**config.mk**
```make
export PLATFORM = sky130hd
export DESIGN_NAME = fsm_controller_ws
export DESIGN_NICKNAME = d
export VERILOG_FILES = /design/src/rtl/fsm_controller_ws.sv
export SDC_FILE = /design/constraint.sdc
export NUM_CORES = 1
export LEC_CHECK = 0
export CELL_PAD_IN_SITES_DETAIL_PLACEMENT = 1
export CELL_PAD_IN_SITES_GLOBAL_PLACEMENT = 1
export CORE_MARGIN = 5
export CORE_UTILIZATION = 35
export CTS_CLUSTER_DIAMETER = 200
export DETAILED_ROUTE_END_ITERATION = 10
export PLACE_DENSITY = 0.78
export SLEW_MARGIN = 20
export SYNTH_ARGS = -nofsm -noshare
export SYNTH_HDL_FRONTEND = slang
export SYNTH_SLANG_ARGS = --single-unit
```
**constraint.sdc**
```tcl
create_clock -name clk -period 1.6 [get_ports clk]
set_input_delay 0.24 -clock clk [delete_from_list [all_inputs] [get_ports clk]]
set_output_delay 0.24 -clock clk [all_outputs]
set_load 0.005 [all_outputs]
```
**src/rtl/fsm_controller_ws.sv**
```systemverilog
`default_nettype none
// ============================================================================
// Module   : fsm_controller_ws
// Purpose  : Accumulator-CPU sequencer with memory wait states, wait timeout
//            (sticky FAULT), HALTED/resume and a retired-instruction counter.
// Revision : 1.0 - initial release
// ============================================================================
module fsm_controller_ws #(
    parameter int MEM_WAIT = 0,
    parameter int TIMEOUT  = 16,
    parameter int IC_W     = 16
) (
    input  logic            clk,
    input  logic            rst,
    input  logic [2:0]      op,
    input  logic            zero,
    input  logic            mem_ready,
    input  logic            resume,
    output logic            mem_rd,
    output logic            load_ir,
    output logic            halt,
    output logic            inc_pc,
    output logic            load_ac,
    output logic            load_pc,
    output logic            mem_wr,
    output logic            fault,
    output logic [3:0]      state,
    output logic [IC_W-1:0] instr_count
);

    localparam int c_CNT_MAX = (TIMEOUT > MEM_WAIT) ? TIMEOUT : MEM_WAIT;
    localparam int c_CW      = $clog2(c_CNT_MAX + 2);

    localparam logic [2:0] c_OP_HLT = 3'b000;
    localparam logic [2:0] c_OP_SKZ = 3'b001;
    localparam logic [2:0] c_OP_STO = 3'b110;
    localparam logic [2:0] c_OP_JMP = 3'b111;

    typedef enum logic [3:0] {
        S_INST_ADDR  = 4'd0,
        S_INST_FETCH = 4'd1,
        S_INST_LOAD  = 4'd2,
        S_IDLE       = 4'd3,
        S_OP_ADDR    = 4'd4,
        S_OP_FETCH   = 4'd5,
        S_ALU_OP     = 4'd6,
        S_STORE      = 4'd7,
        S_HALTED     = 4'd8,
        S_FAULT      = 4'd9
    } state_t;

    state_t          r_state;
    state_t          w_next;
    logic [c_CW-1:0] r_wait_cnt;
    logic [IC_W-1:0] r_instr_count;
    logic            w_aluop;
    logic            w_waiting;
    logic            w_min_met;
    logic            w_timeout;
    logic            w_hold;

    assign w_aluop = (op == 3'b010) || (op == 3'b011) || (op == 3'b100) || (op == 3'b101);

    generate
        if (MEM_WAIT == 0) begin : g_no_min_wait
            assign w_min_met = 1'b1;
        end else begin : g_min_wait
            localparam logic [c_CW-1:0] c_MEM_WAIT = c_CW'(MEM_WAIT);
            assign w_min_met = (r_wait_cnt >= c_MEM_WAIT);
        end
        if (TIMEOUT == 0) begin : g_no_timeout
            assign w_timeout = 1'b0;
        end else begin : g_timeout
            localparam logic [c_CW-1:0] c_TO_LAST = c_CW'(TIMEOUT - 1);
            assign w_timeout = (r_wait_cnt == c_TO_LAST);
        end
    endgenerate

    always_comb begin
        w_waiting = 1'b0;
        case (r_state)
            S_INST_FETCH: w_waiting = 1'b1;
            S_OP_FETCH:   w_waiting = w_aluop;
            S_STORE:      w_waiting = (op == c_OP_STO);
            default:      w_waiting = 1'b0;
        endcase
    end

    // A waiting state holds until memory is ready and the minimum wait elapsed
    assign w_hold = w_waiting && !(mem_ready && w_min_met);

    always_comb begin
        w_next = S_INST_ADDR;
        case (r_state)
            S_INST_ADDR:  w_next = S_INST_FETCH;
            S_INST_FETCH: w_next = S_INST_LOAD;
            S_INST_LOAD:  w_next = S_IDLE;
            S_IDLE:       w_next = S_OP_ADDR;
            S_OP_ADDR:    w_next = (op == c_OP_HLT) ? S_HALTED : S_OP_FETCH;
            S_OP_FETCH:   w_next = S_ALU_OP;
            S_ALU_OP:     w_next = S_STORE;
            S_STORE:      w_next = S_INST_ADDR;
            S_HALTED:     w_next = resume ? S_INST_ADDR : S_HALTED;
            S_FAULT:      w_next = S_FAULT;
            default:      w_next = S_INST_ADDR;
        endcase
    end

    always_ff @(posedge clk or negedge rst) begin
        if (!rst) begin
            r_state       <= S_INST_ADDR;
            r_wait_cnt    <= '0;
            r_instr_count <= '0;
        end else if (w_hold) begin
            if (w_timeout) begin
                r_state    <= S_FAULT;
                r_wait_cnt <= '0;
            end else if (r_wait_cnt != '1) begin
                r_wait_cnt <= r_wait_cnt + 1'b1;
            end
        end else begin
            r_state    <= w_next;
            r_wait_cnt <= '0;
            if (r_state == S_STORE) begin
                r_instr_count <= r_instr_count + 1'b1;
            end
        end
    end

    always_comb begin
        mem_rd  = 1'b0;
        load_ir = 1'b0;
        halt    = 1'b0;
        inc_pc  = 1'b0;
        load_ac = 1'b0;
        load_pc = 1'b0;
        mem_wr  = 1'b0;
        fault   = 1'b0;
        case (r_state)
            S_INST_FETCH: mem_rd = 1'b1;
            S_INST_LOAD, S_IDLE: begin
                mem_rd  = 1'b1;
                load_ir = 1'b1;
            end
            S_OP_ADDR: begin
                inc_pc = 1'b1;
                halt   = (op == c_OP_HLT);
            end
            S_OP_FETCH: mem_rd = w_aluop;
            S_ALU_OP: begin
                mem_rd  = w_aluop;
                load_ac = w_aluop;
                inc_pc  = (op == c_OP_SKZ) && zero;
                load_pc = (op == c_OP_JMP);
            end
            S_STORE: begin
                mem_rd  = w_aluop;
                load_ac = w_aluop;
                inc_pc  = (op == c_OP_JMP);
                load_pc = (op == c_OP_JMP);
                mem_wr  = (op == c_OP_STO);
            end
            S_HALTED: halt  = 1'b1;
            S_FAULT:  fault = 1'b1;
            default: ;
        endcase
    end

    assign state       = r_state;
    assign instr_count = r_instr_count;

endmodule
`default_nettype wire

```
==> run metrics <==
Initial Util 36.5%; placed cells 268; Final Cell Area 2840 sq um; R2R Setup Slk -0.27 ns; #FFs+latches synth 25; number of fill cells in the layout 439; Worst Skew 0.00314 ns; failing checks negative setup slack; drt via density 5.71; CP endpoint kind flop; warnings from Yosys 0; CTS tree built; WHS 0.346 ns; Post-route DRC 0; ys flop type dfrtp_1; final RePlAce weighted congestion 0.845; Global Route Usage Sum 19.9%; syn nets 164; n_diodes 0; vias in the first global route 1828; synth unique cells 51; placed cell area 2240 sq um; Fin. Hold Viols 0; aggregate global routing overflow 0; most frequent cell after synthesis dfrtp_1; Max Clk Rate 535 MHz; Synth Cell Area 1610 sq um; PortBufs 35; pin count of the biggest net entering global routing 26; worst-path maximum fanout 4; Worst-path clk slew 0.09 ns; root buf cell clkbuf_8; top cells by area, synth dfrtp_1, xor2_1, a2111oi_2; cts-stage hold buffer count 0; Layout Cells excl Fill 295; worst r2r dst state[1]; fin worst setup slack -0.270 ns; IO Pins 36; number of buffers created by CTS 3; unrepaired setup endpoints after global routing true; area taken by multi-input logic gates 1220 sq um; EDFF count, synth 0; reg-to-reg startpoint state[2]; status finished, violations left; first-pass detailed-route iteration total 4; DR WL/cell 21.8 microns; Pwr Density 1760 nW/um^2; synth cell count leaders dfrtp_1, xor2_1, nor2_1; crit path kind flop to flop; Die Ht 77.9 microns; Final min period 1.87 ns; clock sink count 25; die footprint 6070 sq um; DP HPWL 3.74 mm; die extent in x 77.9 microns; P&R area growth vs syn 76.0%; first-pass GRT wire length 9.62 mm; initial antenna violation count 0; H-tree depth 1; Critical Path RT 1.76 ns; Worst setup SP type flop; Worst-Skew Late Latency 0.27 ns; Worst Max-Slew Pin Slew 0.395 ns; worst hold path type primary input to asynchronous set/reset pin; leakage 0.00114 uW; WP data arrival 2.03 ns; Final Cycle Share 117%; FF+latch area 627 sq um; Max Buffers Root-to-Sink 2; total design power 4990 uW; max cap viols 0; DR iter-0 viols 65; fin nets 254; R2R depth 8; FFs w/ async S/R, synth 100%; core area 4410 sq um; final WL 6.43 mm; Synth top area share 38.8%; fraction of layout cells with a size suffix above 1 51.4%; ANT nets after route 0; FP Rows 24; # setup viols final 33; sequential area share after synthesis 38.8%; Max rail drop VDD 0.000689 V; Post-Synthesis Cells 154; final slew viol count 0; Slew Limit Headroom 73.7%; Vias 1684; post-synth top area cell dfrtp_1; Avg Cell Area, Syn 10.5 sq um
how the worst max path moves through the flow:
stage | start | to | slack (ns)
CTS | state[3] | instr_count[1] | -0.18
floorplan | state[1] | instr_count[1] | -0.15
detailed placement | op[1] | r_wait_cnt[2] | -0.56
finish | state[2] | state[1] | -0.27
global route | state[3] | instr_count[1] | -0.32
global placement | op[1] | instr_count[11] | -0.50
critical path: stages, from the launching register on:
cell and delay [ns]:
dfrtp_1 0.43, buf_6 0.15, buf_4 0.15, nand4b_4 0.11
nor3_2 0.07, buf_4 0.15, buf_4 0.13, or2_4 0.24
a221o_1 0.31
flip-flops by register name, indices dropped and copies added (netlist names):
signal	count
instr_count	16
r_wait_cnt	5
state	4
through the flow:
step	worst slack, ns	TNS [ns]	utilization [%]
2_1_floorplan	-0.150	-0.531	-
3_3_place_gp	-0.497	-12.34	50.7
4_1_cts	-0.178	-2.99	58.8
3_5_place_dp	-0.560	-14.56	50.7
6_report	-0.270	-4.70	64.3
5_1_grt	-0.316	-6.53	64.3
placed cells by master, fill, tap and decap left out, types with 6 or more instances in the layout:
cell / synthesis / final
buf_2: 2 / 6
clkdlybuf4s50_1: 0 / 20
xor2_1: 14 / 14
nand2_1: 9 / 7
a2111oi_4: 2 / 8
buf_6: 2 / 16
dfrtp_1: 25 / 24
nand3_1: 6 / 6
buf_4: 1 / 39
nor2_1: 12 / 7
metal layers:
layer / part of all wire (%) / global-route usage, %
met3: 3.7 / 3.82
met1: 37 / 21.6
met5: 0 / 0
met2: 56 / 38.9
met4: 2.9 / 4.98
kinds of logic after synthesis:
group	count (synthesis)	share of synthesized area [%]
mux	2	1.63
buf+inv	11	4.89
flops	25	38.8
fa+ha+maj	2	1.55
simple gates	64	24.4
compound gates	34	19.6
xor+xnor	16	9.15
power by group:
| part | internal (uW) | switching, uW |
|---|---|---|
| sequential | 859 | 222 |
| combinational | 1790 | 1730 |
| clock | 178 | 208 |
| total | 2830 | 2160 |
layout make-up:
type	instances	share of cell area (%)
multi-input cells	118	43.1
repair buffers	93	30.4
well taps	52	2.29
clock buffers	4	1.59
flip-flops and latches	25	22.1
inverters	3	0.485
what timing repair did:
item | 4_1_cts | 5_1_grt
buffers inserted | 16 | 10
cloned | 1 | 0
pin swaps | 13 | 16
setup endpoints to repair | 36 | 37
resized for setup | 81 | 46
Power figures use the tool's default switching activity.
